File: src/rtl/sn_cfg_sequencer.sv
// Configuration and run sequencer for sn_network_dut.
// Turns a valid/ready command stream into neuron writes, period loads and start pulses.
module sn_cfg_sequencer #(
    parameter int  P_NUM_NEURONS     = 100,
    parameter int  P_NUM_INPUTS      = 45,
    parameter int  P_TABLE_NUM_ROWS  = 20,
    parameter int  P_NEUR_CURRENT_BW = 12,
    parameter int  P_MAX_NUM_PERIODS = 100,
    parameter int  P_TIMEOUT_CYC     = 4096,
    localparam int L_NEUR_BW = $clog2(P_NUM_NEURONS + 1),
    localparam int L_REGS    = 2 * P_TABLE_NUM_ROWS + 2,
    localparam int L_REG_BW  = $clog2(L_REGS),
    localparam int L_ADDR_BW = L_NEUR_BW + L_REG_BW,
    localparam int L_PER_BW  = $clog2(P_MAX_NUM_PERIODS + 1)
) (
    input  logic                          clk,
    input  logic                          rst,
    input  logic                          cmd_vld,
    output logic                          cmd_rdy,
    input  logic [1:0]                    cmd_op,
    input  logic [L_ADDR_BW-1:0]          cmd_addr,
    input  logic [P_NEUR_CURRENT_BW-1:0]  cmd_data,
    output logic                          io_we,
    output logic [L_ADDR_BW-1:0]          io_waddr,
    output logic [P_NEUR_CURRENT_BW-1:0]  io_wdata,
    output logic                          io_nc_num_per_wen,
    output logic [L_PER_BW-1:0]           io_nc_num_per_d,
    output logic [P_NUM_INPUTS:1][P_NEUR_CURRENT_BW-1:0] io_net_inputs,
    output logic                          io_nc_start,
    input  logic                          nc_io_done,
    output logic                          busy,
    output logic                          done_pulse,
    output logic [15:0]                   run_cnt,
    output logic                          err_illegal,
    output logic                          err_timeout,
    input  logic                          err_clr
);

    localparam int L_WD_BW = $clog2(P_TIMEOUT_CYC + 1);
    localparam int L_DW    = P_NEUR_CURRENT_BW;

    localparam logic [1:0] OP_WR_MEM   = 2'd0;
    localparam logic [1:0] OP_WR_INPUT = 2'd1;
    localparam logic [1:0] OP_SET_PER  = 2'd2;
    localparam logic [1:0] OP_START    = 2'd3;

    typedef enum logic [1:0] {
        S_IDLE,
        S_LAUNCH,
        S_RUN,
        S_COMPLETE
    } state_t;

    state_t                  state_q, state_d;
    logic [L_WD_BW-1:0]      wd_q, wd_d;
    logic                    per_cfgd_q, per_cfgd_d;
    logic                    cmd_rdy_q, cmd_rdy_d;
    logic                    we_q, we_d;
    logic [L_ADDR_BW-1:0]    waddr_q, waddr_d;
    logic [L_DW-1:0]         wdata_q, wdata_d;
    logic                    per_wen_q, per_wen_d;
    logic [L_PER_BW-1:0]     per_val_q, per_val_d;
    logic [P_NUM_INPUTS:1][L_DW-1:0] inputs_q, inputs_d;
    logic                    start_q, start_d;
    logic                    busy_q, busy_d;
    logic                    done_q, done_d;
    logic [15:0]             run_cnt_q, run_cnt_d;
    logic                    err_ill_q, err_ill_d;
    logic                    err_to_q, err_to_d;

    logic                    accept;
    logic                    set_illegal;
    logic                    set_timeout;
    logic [L_NEUR_BW-1:0]    neur;
    logic [L_REG_BW-1:0]     regi;
    logic [L_PER_BW-1:0]     per_lo;
    logic [L_DW-L_PER_BW-1:0] per_hi;
    logic                    mem_ok;
    logic                    inp_ok;
    logic                    per_ok;

    assign accept = cmd_vld & cmd_rdy_q;
    assign neur   = cmd_addr[L_ADDR_BW-1 -: L_NEUR_BW];
    assign regi   = cmd_addr[L_REG_BW-1:0];
    assign per_lo = cmd_data[L_PER_BW-1:0];
    assign per_hi = cmd_data[L_DW-1:L_PER_BW];

    assign mem_ok = (neur > L_NEUR_BW'(P_NUM_INPUTS))
                  & (neur <= L_NEUR_BW'(P_NUM_NEURONS))
                  & ({1'b0, regi} < (L_REG_BW + 1)'(L_REGS));
    assign inp_ok = (neur != '0)
                  & (neur <= L_NEUR_BW'(P_NUM_INPUTS));
    assign per_ok = (per_hi == '0)
                  & (per_lo != '0)
                  & (per_lo <= L_PER_BW'(P_MAX_NUM_PERIODS));

    // Next-state, command execution and registered-output values
    always_comb begin
        state_d     = state_q;
        wd_d        = wd_q;
        per_cfgd_d  = per_cfgd_q;
        waddr_d     = waddr_q;
        wdata_d     = wdata_q;
        per_val_d   = per_val_q;
        inputs_d    = inputs_q;
        run_cnt_d   = run_cnt_q;
        we_d        = 1'b0;
        per_wen_d   = 1'b0;
        set_illegal = 1'b0;
        set_timeout = 1'b0;

        unique case (state_q)
            S_IDLE: begin
                if (accept) begin
                    unique case (cmd_op)
                        OP_WR_MEM: begin
                            if (mem_ok) begin
                                we_d    = 1'b1;
                                waddr_d = cmd_addr;
                                wdata_d = cmd_data;
                            end else begin
                                set_illegal = 1'b1;
                            end
                        end
                        OP_WR_INPUT: begin
                            if (inp_ok) begin
                                for (int i = 1; i <= P_NUM_INPUTS; i++) begin
                                    if (neur == L_NEUR_BW'(i)) begin
                                        inputs_d[i] = cmd_data;
                                    end
                                end
                            end else begin
                                set_illegal = 1'b1;
                            end
                        end
                        OP_SET_PER: begin
                            if (per_ok) begin
                                per_wen_d  = 1'b1;
                                per_val_d  = per_lo;
                                per_cfgd_d = 1'b1;
                            end else begin
                                set_illegal = 1'b1;
                            end
                        end
                        OP_START: begin
                            if (per_cfgd_q) begin
                                state_d = S_LAUNCH;
                            end else begin
                                set_illegal = 1'b1;
                            end
                        end
                    endcase
                end
            end
            S_LAUNCH: begin
                wd_d    = '0;
                state_d = S_RUN;
            end
            S_RUN: begin
                if (nc_io_done) begin
                    state_d   = S_COMPLETE;
                    run_cnt_d = run_cnt_q + 16'd1;
                end else if (wd_q == L_WD_BW'(P_TIMEOUT_CYC - 1)) begin
                    set_timeout = 1'b1;
                    state_d     = S_IDLE;
                end else begin
                    wd_d = wd_q + L_WD_BW'(1);
                end
            end
            S_COMPLETE: begin
                state_d = S_IDLE;
            end
        endcase

        cmd_rdy_d = (state_d == S_IDLE);
        start_d   = (state_d == S_LAUNCH);
        busy_d    = (state_d == S_LAUNCH) | (state_d == S_RUN);
        done_d    = (state_d == S_COMPLETE);
        err_ill_d = set_illegal | (err_ill_q & ~err_clr);
        err_to_d  = set_timeout | (err_to_q & ~err_clr);
    end

    // State and registered outputs, cleared by synchronous reset
    always_ff @(posedge clk) begin
        if (rst) begin
            state_q    <= S_IDLE;
            wd_q       <= '0;
            per_cfgd_q <= 1'b0;
            cmd_rdy_q  <= 1'b0;
            we_q       <= 1'b0;
            waddr_q    <= '0;
            wdata_q    <= '0;
            per_wen_q  <= 1'b0;
            per_val_q  <= '0;
            inputs_q   <= '0;
            start_q    <= 1'b0;
            busy_q     <= 1'b0;
            done_q     <= 1'b0;
            run_cnt_q  <= '0;
            err_ill_q  <= 1'b0;
            err_to_q   <= 1'b0;
        end else begin
            state_q    <= state_d;
            wd_q       <= wd_d;
            per_cfgd_q <= per_cfgd_d;
            cmd_rdy_q  <= cmd_rdy_d;
            we_q       <= we_d;
            waddr_q    <= waddr_d;
            wdata_q    <= wdata_d;
            per_wen_q  <= per_wen_d;
            per_val_q  <= per_val_d;
            inputs_q   <= inputs_d;
            start_q    <= start_d;
            busy_q     <= busy_d;
            done_q     <= done_d;
            run_cnt_q  <= run_cnt_d;
            err_ill_q  <= err_ill_d;
            err_to_q   <= err_to_d;
        end
    end

    assign cmd_rdy           = cmd_rdy_q;
    assign io_we             = we_q;
    assign io_waddr          = waddr_q;
    assign io_wdata          = wdata_q;
    assign io_nc_num_per_wen = per_wen_q;
    assign io_nc_num_per_d   = per_val_q;
    assign io_net_inputs     = inputs_q;
    assign io_nc_start       = start_q;
    assign busy              = busy_q;
    assign done_pulse        = done_q;
    assign run_cnt           = run_cnt_q;
    assign err_illegal       = err_ill_q;
    assign err_timeout       = err_to_q;

endmodule
File: config.mk
export PLATFORM = sky130hd
export DESIGN_NAME = sn_cfg_sequencer
export DESIGN_NICKNAME = d
export VERILOG_FILES = /design/src/rtl/sn_cfg_sequencer.sv
export SDC_FILE = /design/constraint.sdc
export NUM_CORES = 1
export LEC_CHECK = 0
export CAP_MARGIN = 25
export CORE_AREA = 4 4 249 251
export CTS_CLUSTER_DIAMETER = 30
export DETAILED_ROUTE_END_ITERATION = 8
export DIE_AREA = 0 0 253 255
export PLACE_DENSITY = 0.7
export SLEW_MARGIN = 0
export SYNTH_ARGS = -nofsm -noshare
export SYNTH_HDL_FRONTEND = slang
export SYNTH_SLANG_ARGS = --single-unit
File: constraint.sdc
create_clock -name clk -period 2.3 [get_ports clk]
set_input_delay 0.46 -clock clk [delete_from_list [all_inputs] [get_ports clk]]
set_output_delay 0.46 -clock clk [all_outputs]
set_load 0.01 [all_outputs]
; ---- Yosys cells after proc, flatten, opt, wreduce, memory -nomap -nowiden
; Index checks and enable logic that the tools add are counted.
[word_totals]
output_inout_bits = 596
input_bits = 32
elab_cells = 219
regBits = 612
[classes]
n_eq_ne = 57
n_addsub = 2
reduce_logical = 58
order_cmp = 5
mux = 21
bitwise_logic = 16
[op_table]
columns = op, count
row1 = 5-bit AND reduction, 45
row2 = 7-bit by 5-bit == test with 1-bit output (second input constant), 16
row3 = 7-bit by 6-bit == test with 1-bit output (second input constant), 14
row4 = 7-bit by 4-bit == test with 1-bit output (second input constant), 8
row5 = 7-bit by 3-bit == test with 1-bit output (second input constant), 4
row6 = 13-bit 2-to-1 mux, 2
row7 = 13-bit case mux with 2 select lines, 1
row8 = 16-bit by 1-bit adder with 16-bit output (second input constant), 1
row9 = 7-bit by 2-bit == test with 1-bit output (second input constant), 2
row10 = 7-bit less-or-equal comparator (second input constant), 2
row11 = 7-bit nonzero test, 2
row12 = 13-bit by 1-bit adder with 13-bit output (second input constant), 1
row13 = 13-bit by 12-bit == test with 1-bit output (second input constant), 1
row14 = 2-bit == test (second input constant), 6
row15 = 1-bit 2-to-1 mux, 11
row16 = 2-bit 2-to-1 mux, 5
row17 = 1-bit bitwise AND, 8
row18 = 2-bit case mux with 4 select lines, 1
row19 = 4-bit AND reduction, 2
row20 = 4-bit OR reduction, 2
row21 = 7-bit by 1-bit == test with 1-bit output (second input constant), 1
row22 = 7-bit by 6-bit greater-than comparator with 1-bit output (second input constant), 1
row23 = 7-bit by 6-bit less-or-equal comparator with 1-bit output (second input constant), 1
row24 = 2-bit by 1-bit == test with 1-bit output (second input constant), 3
row25 = other kinds (10), 19

; ---- Longest topological paths before layout
[logic_depth]
depth_word = 8
ltp_mapped = 8
depth_no_buf = 7

; ---- Least setup slack after synthesis
; Ideal clock, no wire load.
[synth_path]
path_kind = input -> register
from = input port cmd_addr[12]
to = register inputs_q (netlist bit io_net_inputs[337])
arrival_time_ns = 2.125
n_path_buf = 4
t_required_ns = 2.172
setup_slack_ns = 0.047
setup_time_ns = 0.128
stages = 8
path_cell_list = buf_2 -> or3b_1 -> buf_2 -> or4_4 -> buf_6 -> buf_6 -> mux2i_1 -> nor2_1
[synth_via]
elab_chain_len = 3
elab_cells_between_ends = 5
cone_classes = 1 x order compare / 1 x eq/ne / 1 x bitwise / 2 x reduce/logical
[synth_lines]
columns = item, line_no
row1 = from (decl), 21  ; input logic [L_ADDR_BW-1:0] cmd_addr,
row2 = 7-bit by 6-bit less-or-equal comparator with 1-bit output or 7-bit nonzero test (tied branches), "92, 91"
row3 = 1-bit bitwise AND, 92  ; & (neur <= L_NEUR_BW'(P_NUM_INPUTS));
row4 = 5-bit AND reduction (no source line) *, n/a
row5 = to (signal assigned), 212  ; inputs_q <= inputs_d;
row6 = to (decl), 63  ; logic [P_NUM_INPUTS:1][L_DW-1:0] inputs_q, inputs_d;
; Mark *: on every way between the ends. The rest lies on a longest branch, timed or not.
; A chain may end at the register's enable or synchronous reset.

; ---- Final worst setup path
[layout_path]
from = input port cmd_addr[12]
to = register inputs_q (netlist bit io_net_inputs[367])
; The elaborated chain is that of the path after synthesis.

==> metrics.md <==
| Metric | Value |
|---|---|
| Number of synthesized flops with an enable pin | `0` |
| TritonCTS Buffers | `118` |
| Post-synth cell types | `61` |
| Fin. Hold Viols | `0` |
| Adder-cell area share of the yosys netlist | `0.00264` |
| Worst rel slew slack | `0.473` |
| First-pass GRT wire length | `135000 um` |
| Power, Total | `30.0 mW` |
| CTS max path bufs | `3` |
| Seq cells post-synth | `612` |
| First-pass detailed-route iteration total | `5` |
| Max Fclk | `449 MHz` |
| Die width | `253 um` |
| Mux contribution to synthesized area | `0.190` |
| Die Ht | `255 um` |
| PwrDens | `825 nW/um2` |
| Hold WS | `0.228 ns` |
| IO Port Bufs | `627` |
| Fraction of the mapped netlist area in compound gates | `0.0631` |
| Crit. End Element | `flop` |
| Core box area | `59900 um2` |
| Synth Area in XOR/XNOR | `0.00370` |
| Largest family of logic cells by synthesized area | `multiplexers` |
| H-tree Lvls | `3` |
| Layout cells sized above 1 | `0.139` |
| Mapped Cells | `2408` |
| Cell leakage power | `15.2 nW` |
| DRC viols | `0` |
| Crit. Startpoint | `cmd_addr[12]` |
| Slew Viols, Final | `0` |
| Crit-path max FO | `7` |
| Slowest CP cell | `or3b_1` |
| Crit path buffers/inverters | `4` |
| Number of global-route vias before repair | `21200` |
| YS warnings | `0` |
| Synth-to-layout area growth | `53.7%` |
| Post-Layout Cell Count | `3981` |
| Row Count | `90` |
| Worst-Margin Slew | `0.790 ns` |
| CP Data Arrival Time | `2.75 ns` |
| GRT Total Usage | `0.271` |
| TritonCTS clock tree | `done` |
| Worst Skew | `0.0337 ns` |
| Detailed Place HPWL | `62100 um` |
| Min Tclk post-route | `2.23 ns` |
| Placed cell areas | `32000 um2` |
| Number of max-cap violations | `0` |
| Vias after detailed routing | `20900` |
| Clock transition at path regs | `0.05 ns` |
| Setup crit end | `io_net_inputs[367]$_SDFFE_PP0P_` |
| GR Overflow Total | `0` |
| Post-CTS Hold Buffers | `0` |
| Clk_lat worst skew | `0.65 ns` |
| Placer Congestion | `0.854` |
| CP max stage delay | `0.60 ns` |
| Post-synthesis cell area | `23700 um2` |
| Fin area | `36400 um2` |
| RR Startpoint | `state_q[0]$_SDFF_PP0_` |
| Largest net degree at the start of global routing | `168` |
| Final ANT Viol Nets | `0` |
| WL per Instance | `22.9 um` |
| Total Wirelength | `91300 um` |
| CTS sink cnt | `612` |
| CP dominant cell by count | `buf_12` |
| Final #Nets | `3133` |
| Simple-gate portion of the synthesized area | `0.178` |
| WP depth | `8` |
| Crit start category | `input port` |
| Seq/Total Area, Yosys | `0.517` |
| Asr flop ratio synth | `0` |
| 1st-iter DRT viols | `1733` |
| Initial Utilization | `0.395` |
| Commonest non-fill, non-tap cell in the layout | `clkdlybuf4s50_1` |
| Final setup fails | `0` |
| Tcrit/Tclk final | `0.968` |
| Root Buffer | `clkbuf_16` |
| Most frequent cells in the layout | `clkdlybuf4s50_1 (614), dfxtp_1 (612), mux2i_1 (448), nor2_1 (334), nand2b_1 (169)` |
| Syn nets | `2445` |
| Multi-input gate area | `10500 um2` |
| Synthesized area per cell | `9.83 um2` |
| TNS Setup | `0 ns` |
| Critical path class | `input port to flop` |
| Ys flop type | `dfxtp_1` |
| Status | `completed` |
| Worst r2r dst | `io_net_inputs[367]$_SDFFE_PP0P_` |
| IO Count | `628` |
| Placed cell count | `3753` |
| R2r setup slk | `0.08 ns` |
| Antenna violations before repair | `4` |
| Seq. cell area | `12300 um2` |
| Worst path top cell family by delay | `buffers and inverters` |
| CP required | `2.83 ns` |
| Fillers | `4756` |
| Cells along the critical path | `clkdlybuf4s50_1 > or3b_1 > buf_12 > nor4_4 > buf_4 > buf_12 > mux2i_4 > nor2_1` |
| Die area | `64500 um2` |
| RSZ-0062 raised after global routing | `false` |
| Hold Path Class | `input port to flop` |
| Max IR drop VDD | `891 uV` |
| Worst R2R Path Depth | `7` |
| Routed vias/inst | `5.25` |
-- cell type report --
| cell class | instances | share of cell area |
|---|---|---|
| flip-flops and latches | 612 | 0.337 |
| clock inverters | 82 | 0.0318 |
| clock buffers | 140 | 0.0875 |
| well taps | 782 | 0.0269 |
| multi-input cells | 1549 | 0.288 |
| inverters | 9 | 0.000928 |
| diodes | 1 | 0.0000687 |
| repair buffers | 806 | 0.228 |
-- per-layer routing --
metal	up-vias	GRT usage	share of wire
li1	9656	-	-
met1	10100	0.327	0.40
met2	927	0.443	0.47
met3	205	0.0934	0.091
met4	8	0.112	0.040
met5	-	0	0.00048
-- Yosys cell counts (6+ instances only) --
| cell type | instances | area (um2) |
|---|---|---|
| mux2i_1 | 450 | 4500 |
| nand4_1 | 34 | 213 |
| or4_1 | 10 | 75.1 |
| nor2b_1 | 8 | 50.1 |
| nor4_4 | 7 | 149 |
| nor2_1 | 336 | 1260 |
| o21ai_0 | 100 | 500 |
| buf_1 | 25 | 93.8 |
| buf_2 | 50 | 250 |
| a21oi_1 | 141 | 706 |
| dfxtp_1 | 612 | 12300 |
| nand3_1 | 139 | 696 |
| or3_1 | 6 | 37.5 |
| nand2b_1 | 169 | 1060 |
| nand2_1 | 41 | 154 |
| o31ai_1 | 12 | 90.1 |
| buf_6 | 8 | 90.1 |
| clkbuf_1 | 150 | 563 |
| xor2_1 | 10 | 87.6 |
| inv_1 | 9 | 33.8 |
-- repair_timing --
item,4_1_cts,5_1_grt
buffers inserted,3,2
endpoints found under the hold margin,0,0
gates cloned,1,0
resized for setup,2,3
setup endpoints to repair,27,13
pin swaps,2,2
-- registers in the layout (all words and copies together) (netlist names), 2 cells and up --
register,flops
io_nc_num_per_d,7
io_net_inputs,540
io_waddr,13
io_wdata,12
run_cnt,16
state_q,2
wd_q,13
-- kinds of logic after synthesis --
family,count (synthesis)
compound gates,278
xor+xnor,10
fa+ha+maj,5
buf+inv,247
flops,612
mux,450
simple gates,806
-- worst min-delay path by stage --
stage	end	slack (ns)	cells after the start	from
after CTS	io_net_inputs[510]$_SDFFE_PP0P_	0.17	2	rst
after global placement	io_net_inputs[407]$_SDFFE_PP0P_	0.44	2	io_net_inputs[407]$_SDFFE_PP0P_
after floorplan	wd_q[12]$_SDFFE_PP0P_	0.44	1	wd_q[12]$_SDFFE_PP0P_
final	io_net_inputs[509]$_SDFFE_PP0P_	0.23	2	rst
after global routing	io_net_inputs[96]$_SDFFE_PP0P_	0.21	2	rst
after detailed placement	io_net_inputs[406]$_SDFFE_PP0P_	0.45	2	io_net_inputs[406]$_SDFFE_PP0P_
-- power breakdown --
group / total (mW) / switching, mW / internal, mW / leakage, nW
logic: 1.03 / 0.703 / 0.324 / 8.19
clock network: 18.4 / 6.05 / 12.3 / 2.09
registers: 10.6 / 0.00652 / 10.6 / 4.93
total: 30.0 / 6.76 / 23.3 / 15.2
-- through the flow --
step | setup WS [ns] | utilization
2_1_floorplan | 0.0473 | -
3_3_place_gp | -0.580 | 0.533
3_5_place_dp | -0.648 | 0.533
4_1_cts | 0.0345 | 0.607
5_1_grt | 0.00291 | 0.608
6_report | 0.0745 | 0.608
No activity file was read; power rests on OpenSTA's default activity.
